--- config.mk ---
export PLATFORM = sky130hd
export DESIGN_NAME = mvm_stream_engine
export DESIGN_NICKNAME = d
export VERILOG_FILES = /design/src/rtl/mvm_stream_engine.sv
export SDC_FILE = /design/constraint.sdc
export NUM_CORES = 1
export LEC_CHECK = 0
export CORE_ASPECT_RATIO = 1.25
export CORE_MARGIN = 2
export CORE_UTILIZATION = 45
export CTS_BUF_LIST = sky130_fd_sc_hd__clkbuf_2
export DETAILED_ROUTE_END_ITERATION = 12
export HOLD_SLACK_MARGIN = 0.05
export PLACE_DENSITY = 0.69
export SYNTH_ARGS = -nofsm -noshare
export SYNTH_HDL_FRONTEND = slang
export SYNTH_SLANG_ARGS = --single-unit
--- constraint.sdc ---
create_clock -name clk -period 23.2 [get_ports clk]
set_clock_uncertainty 0.1 [all_clocks]
set_input_delay 4.64 -clock clk [delete_from_list [all_inputs] [get_ports clk]]
set_output_delay 4.64 -clock clk [all_outputs]
set_load 0.01 [all_outputs]
--- src/rtl/mvm_stream_engine.sv ---
// mvm_stream_engine
// Streams a ROWSxCOLS signed matrix M (row-major) followed by a COLS-element
// vector X through one valid/ready input, computes Y = M*X with a single
// signed MAC per cycle, and streams the ROWS results out through a
// valid/ready output.
//
// Handshake semantics (both ports): a word transfers on a rising clk edge
// where valid && ready are both high. A producer holds data stable while
// valid is high and ready is low. The engine never withdraws m_valid before
// it is accepted, and s_ready depends only on the FSM state.
//
// Optional feature macro: MVM_RELU_EN. When defined, a negative result is
// clamped to zero as it is registered into data_out.
module mvm_stream_engine #(
   parameter int ROWS  = 3,
   parameter int COLS  = 3,
   parameter int DW    = 8,
   parameter int ACC_W = 2*DW + $clog2(COLS+1)
) (
   input  logic             clk,
   input  logic             reset,
   input  logic [DW-1:0]    data_in,
   input  logic             s_valid,
   output logic             s_ready,
   input  logic             keep_m,
   input  logic             clr_acc,
   output logic [ACC_W-1:0] data_out,
   output logic             m_valid,
   input  logic             m_ready,
   output logic             frame_done
);

   localparam int IDX_W = (ROWS*COLS > 1) ? $clog2(ROWS*COLS) : 1;
   localparam int ROW_W = (ROWS > 1) ? $clog2(ROWS) : 1;
   localparam int COL_W = (COLS > 1) ? $clog2(COLS) : 1;

   localparam logic [IDX_W-1:0] LAST_M   = IDX_W'(ROWS*COLS-1);
   localparam logic [IDX_W-1:0] LAST_X   = IDX_W'(COLS-1);
   localparam logic [ROW_W-1:0] LAST_ROW = ROW_W'(ROWS-1);
   localparam logic [COL_W-1:0] LAST_COL = COL_W'(COLS-1);

   typedef enum logic [1:0] {
      ST_LOAD_M = 2'd0,
      ST_LOAD_X = 2'd1,
      ST_MAC    = 2'd2,
      ST_OUT    = 2'd3
   } state_t;

   state_t state, state_nxt;

   // Operand storage; contents survive reset and aborts by design.
   logic signed [DW-1:0] m_mem [ROWS*COLS];
   logic signed [DW-1:0] x_mem [COLS];

   logic [IDX_W-1:0] idx;       // load position for M or X
   logic [ROW_W-1:0] row;
   logic [COL_W-1:0] col;
   logic             m_loaded;  // a complete M has been stored since reset/abort

   logic signed [ACC_W-1:0] acc;
   logic signed [ACC_W-1:0] sum;
   logic signed [ACC_W-1:0] result;
   logic signed [2*DW-1:0]  prod;
   logic signed [ACC_W-1:0] prod_ext;
   logic signed [DW-1:0]    m_rd;
   logic signed [DW-1:0]    x_rd;
   logic [IDX_W-1:0]        m_addr;

   logic s_accept;
   logic m_accept;

   // Handshake qualifiers and next-state selection; clr_acc overrides everything.
   always_comb begin
      state_nxt  = state;
      s_ready    = (state == ST_LOAD_M) || (state == ST_LOAD_X);
      s_accept   = s_valid && s_ready && !clr_acc;
      m_accept   = m_valid && m_ready && !clr_acc;
      frame_done = m_accept && (state == ST_OUT) && (row == LAST_ROW);
      case (state)
         ST_LOAD_M: if (s_accept && idx == LAST_M) state_nxt = ST_LOAD_X;
         ST_LOAD_X: if (s_accept && idx == LAST_X) state_nxt = ST_MAC;
         ST_MAC:    if (col == LAST_COL)           state_nxt = ST_OUT;
         ST_OUT: begin
            if (m_accept) begin
               if (row != LAST_ROW)
                  state_nxt = ST_MAC;
               else if (keep_m && m_loaded)
                  state_nxt = ST_LOAD_X;
               else
                  state_nxt = ST_LOAD_M;
            end
         end
         default:   state_nxt = ST_LOAD_M;
      endcase
      if (clr_acc) state_nxt = ST_LOAD_M;
   end

   // State register.
   always_ff @(posedge clk or posedge reset) begin
      if (reset) state <= ST_LOAD_M;
      else       state <= state_nxt;
   end

   // MAC operand fetch and signed product, sign-extended to the accumulator width.
   always_comb begin
      m_addr   = IDX_W'(row) * IDX_W'(COLS) + IDX_W'(col);
      m_rd     = m_mem[m_addr];
      x_rd     = x_mem[col];
      prod     = m_rd * x_rd;
      prod_ext = {{(ACC_W-2*DW){prod[2*DW-1]}}, prod};
      sum      = (col == '0) ? prod_ext : acc + prod_ext;
`ifdef MVM_RELU_EN
      result   = sum[ACC_W-1] ? '0 : sum;
`else
      result   = sum;
`endif
   end

   // Operand writes for accepted input words.
   always_ff @(posedge clk) begin
      if (s_accept) begin
         if (state == ST_LOAD_M) m_mem[idx] <= data_in;
         else                    x_mem[idx[COL_W-1:0]] <= data_in;
      end
   end

   // Counters, accumulator and output register.
   always_ff @(posedge clk or posedge reset) begin
      if (reset) begin
         idx      <= '0;
         row      <= '0;
         col      <= '0;
         acc      <= '0;
         data_out <= '0;
         m_valid  <= 1'b0;
         m_loaded <= 1'b0;
      end else if (clr_acc) begin
         idx      <= '0;
         row      <= '0;
         col      <= '0;
         m_valid  <= 1'b0;
         m_loaded <= 1'b0;
      end else begin
         case (state)
            ST_LOAD_M: begin
               if (s_accept) begin
                  if (idx == LAST_M) begin
                     idx      <= '0;
                     m_loaded <= 1'b1;
                  end else begin
                     idx <= idx + IDX_W'(1);
                  end
               end
            end
            ST_LOAD_X: begin
               if (s_accept) begin
                  if (idx == LAST_X) begin
                     idx <= '0;
                     row <= '0;
                     col <= '0;
                  end else begin
                     idx <= idx + IDX_W'(1);
                  end
               end
            end
            ST_MAC: begin
               acc <= sum;
               if (col == LAST_COL) begin
                  col      <= '0;
                  data_out <= result;
                  m_valid  <= 1'b1;
               end else begin
                  col <= col + COL_W'(1);
               end
            end
            ST_OUT: begin
               if (m_accept) begin
                  m_valid <= 1'b0;
                  if (row == LAST_ROW) row <= '0;
                  else                 row <= row + ROW_W'(1);
               end
            end
            default: ;
         endcase
      end
   end

endmodule
# Word-level counts from Yosys, hierarchy flattened
# Memory sizes are Yosys's and may differ from the RTL's.
# Cells that the tools add are included.
# word_totals
n_memories,2
in_bits,14
word_cells,99
output_inout_bits,21
ff_bits,48
ram_bits,96
# classes
n_mux,38
multipliers,2
eq_ne,15
add_sub_neg,5
bitwise_logic,1
reduce_logical,28
# memory_table
name,words,width,rd,rd_clocked_by_memory_dff,write_ports,line_no,source
m_mem,9,8,1,0,1,52,logic signed [DW-1:0] m_mem [ROWS*COLS];
x_mem,3,8,1,0,1,53,logic signed [DW-1:0] x_mem [COLS];
# ops
operator,count
$mux W2,13
$mux W4,5
$add A18 B16 Y18,1
$mux W18,1
$mul A8 B8 Y16,1
$reduce_and A3 Y1,5
$mux W1,14
$ne A3 B3 Y1 const B,4
$reduce_bool A3 Y1,4
$logic_and A1 B1 Y1,9
$ne A3 B2 Y1 const B,3
$eq A2 B2 Y1 const B,4
$pmux W2 S2,2
$pmux W2 S4,1
$pmux W4 S2,1
$reduce_and A4 Y1,2
$reduce_bool A2 Y1,3
$add A2 B1 Y2 const B,2
$add A4 B1 Y4 const B,1
$add A4 B2 Y4,1
$eq A4 B2 Y1 const B,1
$eq A4 B4 Y1 const B,1
$logic_not A2 Y1,2
$mul A2 B2 Y4 const B,1
other kinds (7),7

# Depth between registers and ports, before layout
# Gate-level depths: netlist of the first run.
# depth
ltp_word,8
mapped_depth,34
mapped_depth_nobuf,32

# Least setup slack after synthesis of the first run
# Ideal clock, no wire load.
# synth_timing
path_type,input to output
start,in clr_acc
end,out frame_done
stages,4
path_buffers,1
slack_ps,13251
t_arrival_ps,5209
t_required_ps,18460
cell_sequence,clkbuf_1 nor2_1 nand2_1 nor2_1
# synth_via
elab_chain_cells,4
# synth_lines
element,line_no,source
"start, declared",26,"input logic clr_acc,"
$logic_not A1 Y1,77,m_accept = m_valid && m_ready && !clr_acc;
$logic_and A1 B1 Y1,77,
$logic_and A1 B1 Y1 (2 in a row),78,frame_done = m_accept && (state == ST_OUT) && (row == LAST_ROW);
"end, declared",30,output logic frame_done
# Every way passes these cells.

# Worst setup path in the final report of the first run
# Same ends and word-level chain as after synthesis.

==> metrics.cfg, run 1 <==
[grt]
grt_pass1_wl_um=29900
grt_pass1_vias=6208
grt_overflow=0
grt_max_degree=49
antenna_found_initial=1
grt_util_all_layers_pct=17.3

[critical_path]
r2r_end=data_out[17]
critical-path-max-stage-delay_ps=700
arrival_ps=6400
endpoint_kind=primary output
r2r_slack_ps=14120
worstSetupPathType=input pin to primary output
slowest_stage=clkdlybuf4s50_1
ff2ff_path_depth=29
required_ps=18460
startpoint_type=input pin
regToRegStartpoint=col[1]
crit_fanout=17
path_cells=clkdlybuf4s50_1 -> nor2_1 -> nand2_1 -> nor2_1 -> clkdlybuf4s50_1

[floorplan]
ios=35
dieArea_um2=21900
start_util_pct=46.1
rows=58
die_h_um=165
die_width_um=133
coreArea_um2=20200

[drt]
route.vias.total=6028
drc=0
detail-route-antenna-nets=0
wl_per_cell_um=15.3
avgViaCountPerCell=5.24
drt_iter0_drc=314
firstDrtPassIters=7
wl_um=17600

[logic_synthesis]
syn_nets=968
yosysSeqAreaShare_pct=43.7
netlist_instances=841
netlist_top_cells_area=edfxtp_1 (31%), dfrtp_1 (13%), fa_1 (12%), ha_1 (7.4%), inv_1 (4.0%)
synth_seq_cells=144
synthDominantCellAreaShare_pct=30.9
yosysTopAreaCell=edfxtp_1
synth.cell_area_um2=9340
ys_warn_count=0
syn_area_per_cell_um2=11.1
synth.distinct_cells=63
synth-edff-count=96
synthArstFlopShare_pct=33.3
synth_flop_cell=edfxtp_1

[clock_network]
clk_pin_slew_worst_paths_ps=190
htree_levels=4
numCtsBuffers=17
cts_hold_buf=0
clk_path_buf_depth=2
cts-resized-gates=0
worstSkewPairLatency_ps=690
clock-sinks=144
cts_tree=done
cts_root_buffer=clkbuf_2
postCtsSetupBuffers=0

[finish]
area.growth.synth_to_final_pct=8.24
drive_gt1_share_pct=8.98
fillers=1823
seq_area_um2=4080
multiInputGateArea_um2=4730
finish.instance_area_um2=10100
layout.nets=994
instances_no_fill=1151

[timing]
min_period_ps=11140
max_freq_ghz=0.0897
tightest_slew_ps=1030
fin_setup_tns_ps=0
setup_viol_count_final=0
min_period_over_period_pct=48.0
rsz0062_at_grt=no
final-hold-violation-count=0
maxSlewHeadroom_pct=31.1
slew_viol_final=0

[worst_hold_path]
hp-start=data_out[3]
worstHoldPathCells=2
min_to=data_out[3]
hold_path_class=flip-flop to flip-flop

[placed_design]
place_congestion=0.843
dp_hpwl_um=13500
portBuffers=34
placed_area_um2=9900
placed_cells=1118

[flow_run]
maxCapViolCount=0

[status]
status=complete, no violations

worst max-delay path: cells and delay by family:
| family | cells | cell delay (ps) |
|---|---|---|
| and+or+nand+nor | 3 | 540 |
| buffers and inverters | 2 | 1230 |
placed cells by master, fill, tap and decap left out, types with 5 or more instances in the layout:
cell type,n
a211oi_1,7
a21o_1,8
a21oi_1,46
and2_1,17
clkbuf_2,18
clkdlybuf4s50_1,34
dfrtp_1,48
edfxtp_1,96
fa_1,58
ha_1,55
inv_1,99
mux2i_1,18
mux4_2,16
nand2_1,68
nand3_1,15
nor2_1,78
nor3_1,10
o211ai_1,6
o21a_1,5
o21ai_0,37
o21ai_1,13
o21bai_1,5
or2_2,16
xnor2_1,18
xor2_1,9
worst max-delay path by stage:
stage,startpoint,end,slack (ps),depth (start not counted)
after CTS,clr_acc,frame_done,12070,5
after detailed placement,clr_acc,frame_done,12070,5
final,clr_acc,frame_done,12060,5
after global placement,clr_acc,frame_done,12090,5
after floorplan,clr_acc,frame_done,13250,4
after global routing,clr_acc,frame_done,11890,5
layer usage:
metal / vias to the layer above / global-route usage, % / share of wire, %
li1: 2962 / - / -
met1: 2947 / 19.5 / 41
met2: 93 / 33.0 / 55
met3: 26 / 3.07 / 2.5
met4: 0 / 5.52 / 1.8
met5: - / 0 / 0
cell usage after synthesis, drive strengths merged, types with 5 or more instances:
cell	count
or2	17
o21a	5
fa	58
nand2	68
mux2i	18
mux2	5
xor2	9
a21oi	46
ha	55
a211oi	7
edfxtp	96
nor2	78
and2	17
dfrtp	48
clkbuf	18
nor3	10
nand3	15
a21o	8
xnor2	19
o211ai	7
mux4	16
buf	12
o21bai	5
o21ai	50
inv	101
through the flow:
step                setup slack [ps]  util [%]  hold slack, ps
finish                         12060      49.9             405
global route                   11890      49.9             454
CTS                            12070      49.9             414
detailed placement             12070      48.9             371
global placement               12090      48.9             364
floorplan                      13250         -             356
logic make-up after synthesis:
logic type / Yosys count / share of synthesized area, %
AND/OR/NAND/NOR: 230 / 11.3
AO/OA/AOI/OAI: 156 / 10.4
flip-flops: 144 / 43.7
buffers and inverters: 131 / 5.59
adder cells (fa/ha/maj): 113 / 19.8
multiplexers: 39 / 6.47
XOR/XNOR: 28 / 2.71
flip-flops by register name (all words and copies together), names as in the netlist:
register,cells
m_mem,72
x_mem,24
acc,18
data_out,18
idx,4
col,2
row,2
state,2
m_loaded,1
m_valid,1
layout make-up:
cell class | count | area share, %
antenna | 1 | 0.0248
clock buffer | 18 | 0.892
clock inverter | 14 | 1.15
inverter | 101 | 3.78
multi-input combinational | 566 | 46.8
sequential | 144 | 40.4
tap | 270 | 3.34
timing repair buffer | 37 | 3.59
Power of run 1 is not shown: default switching activity piles up to over one toggle a cycle in this logic, so the estimate is an artifact.
==> inputs of run 2 (changes only) <==
- PLACE_DENSITY: 0.69 -> 0.71
- clock period: 23.2 -> 9.8 ns (I/O delays scaled with it)
==> run 2 against run 1 <==
- clock-buffer cell count unchanged
- die area unchanged
- final cell count is 0.17% lower
- first-iteration DRC count down 35%
- final area is 0.37% higher
- setup slack lost 11000 ps
- sequential cell count unchanged
- sequential share of layout area shrank 0.15 points
- hold slack improved by 6.2 ps
- highest routed layer unchanged
==> metrics.cfg, run 2 (synthesis results as in run 1) <==
[finish]
seq_area_um2=4080  ; unchanged
fillers=1795  ; -1.5%
drive_gt1_share_pct=8.88  ; -0.093 points
final_common_cell=inv_1
largest_reg_flops=72  ; unchanged
layout_common_cells=inv_1 (99), edfxtp_1 (96), nor2_1 (78)
layout.nets=993  ; -0.10%
multiInputGateArea_um2=4730  ; unchanged
area.growth.synth_to_final_pct=8.64
regMostFlops=m_mem

[drt]
avgViaCountPerCell=5.26  ; +0.42%
wl_um=18100  ; +2.9%
drc=0  ; unchanged
firstDrtPassIters=5  ; -2
wl_per_cell_um=15.8  ; +3.1%
route.vias.total=6043  ; +0.25%
detail-route-antenna-nets=0  ; unchanged
drt_iter0_drc=205  ; -35%

[clock_network]
postCtsSetupBuffers=0  ; unchanged
clock-sinks=144  ; unchanged
cts_root_buffer=clkbuf_2
cts-resized-gates=0  ; unchanged
worstSkewPairLatency_ps=690  ; about the same
htree_levels=4  ; unchanged
clk_pin_slew_worst_paths_ps=220  ; +30 ps
numCtsBuffers=17  ; unchanged
cts_hold_buf=0  ; unchanged
clk_path_buf_depth=2  ; unchanged
cts_tree=done

[timing]
maxSlewHeadroom_pct=31.7  ; +0.67 points
min_period_over_period_pct=91.2
rsz0062_at_grt=no
setup_viol_count_final=0  ; unchanged
final-hold-violation-count=0  ; unchanged
max_freq_ghz=0.112
tightest_slew_ps=1020  ; -9.98 ps
slew_viol_final=0  ; unchanged
min_period_ps=8940
fin_setup_tns_ps=0  ; unchanged

[floorplan]
dieArea_um2=21900  ; unchanged
die_h_um=165  ; unchanged
die_width_um=133  ; unchanged
ios=35  ; unchanged
rows=58  ; unchanged
start_util_pct=46.1  ; unchanged
coreArea_um2=20200  ; unchanged

[grt]
grt_util_all_layers_pct=17.8  ; +0.53 points
grt_pass1_wl_um=30700  ; +2.8%
grt_util_met1_pct=20.6  ; +1.0 points
antenna_found_initial=1  ; unchanged
grt_pass1_vias=6272  ; +1.0%
met3_usage_pct=3.44  ; +0.37 points
grt_use_met2_pct=32.3  ; -0.68 points
grt_overflow=0  ; unchanged
busiest_layer=met2
grt_max_degree=49  ; unchanged

[critical_path]
required_ps=10280  ; -8180 ps
critPathLaunch=col[1]
slowest_stage=dfrtp_1
regToRegStartpoint=col[1]
r2r_slack_ps=860  ; -13,260 ps
worstSetupPathType=flip-flop to flip-flop
endpoint=data_out[17]
endpoint_kind=flip-flop
ff2ff_path_depth=29  ; unchanged
critical-path-max-stage-delay_ps=740  ; +40 ps
startpoint_type=flip-flop
r2r_end=data_out[17]
crit_fanout=21  ; +4
arrival_ps=9420  ; +3020 ps

[status]
status=complete, no violations

[placed_design]
place_congestion=0.872  ; +3.5%
portBuffers=34  ; unchanged
dp_hpwl_um=13700  ; +1.9%

[worst_hold_path]
hold_path_class=flip-flop to flip-flop

[flow_run]
maxCapViolCount=0  ; unchanged

## run 2: critical path, delay by kind of cell (launching register included)
kind,cells,cell delay [ps]
AND/OR/NAND/NOR,6,950
multiplexers,2,580
buffers and inverters,5,450
flip-flops,1,740
XOR/XNOR,2,350
AO/OA/AOI/OAI,6,1580
adder cells (fa/ha/maj),8,4100
## run 2: cell type report
class | instances | area share, %
Timing Repair Buffer | 36 | 3.50
Sequential cell | 144 | 40.3
Multi-Input combinational cell | 566 | 46.6
Tap cell | 270 | 3.33
Antenna cell | 1 | 0.0247
Inverter | 101 | 3.76
Clock buffer | 18 | 0.888
Clock inverter | 13 | 1.59
## run 2: stage by stage
stage / util [%] / instances / hold WS [ps] / setup slack, ps / instance area, um^2
2_1_floorplan: - / 841 / 356 / 2080 / 9340
3_3_place_gp: 48.8 / 1117 / 361 / 981 / 9890
3_5_place_dp: 48.8 / 1117 / 370 / 765 / 9890
4_1_cts: 50.1 / 1148 / 416 / 794 / 10100
5_1_grt: 50.1 / 1149 / 442 / 247 / 10100
6_report: 50.1 / 1149 / 411 / 863 / 10100
## run 2: routing by layer
layer / up-vias / part of all wire (%) / wire length [um]
met5: - / 0 / 0
met4: 0 / 2.9 / 527
met3: 37 / 2.8 / 512
met2: 96 / 52 / 9500
met1: 2954 / 42 / 7600
li1: 2956 / - / -
## run 2: worst min-delay path by stage
stage / cells after the start / startpoint / slack [ps] / to
final: 2 / data_out[3] / 410 / data_out[3]
after global routing: 2 / data_out[3] / 440 / data_out[3]
after CTS: 2 / data_out[3] / 420 / data_out[3]
after detailed placement: 2 / data_out[8] / 370 / data_out[8]
after global placement: 2 / data_out[12] / 360 / data_out[12]
after floorplan: 2 / acc[14] / 360 / acc[14]
Power of run 2 is left out for the same reason.
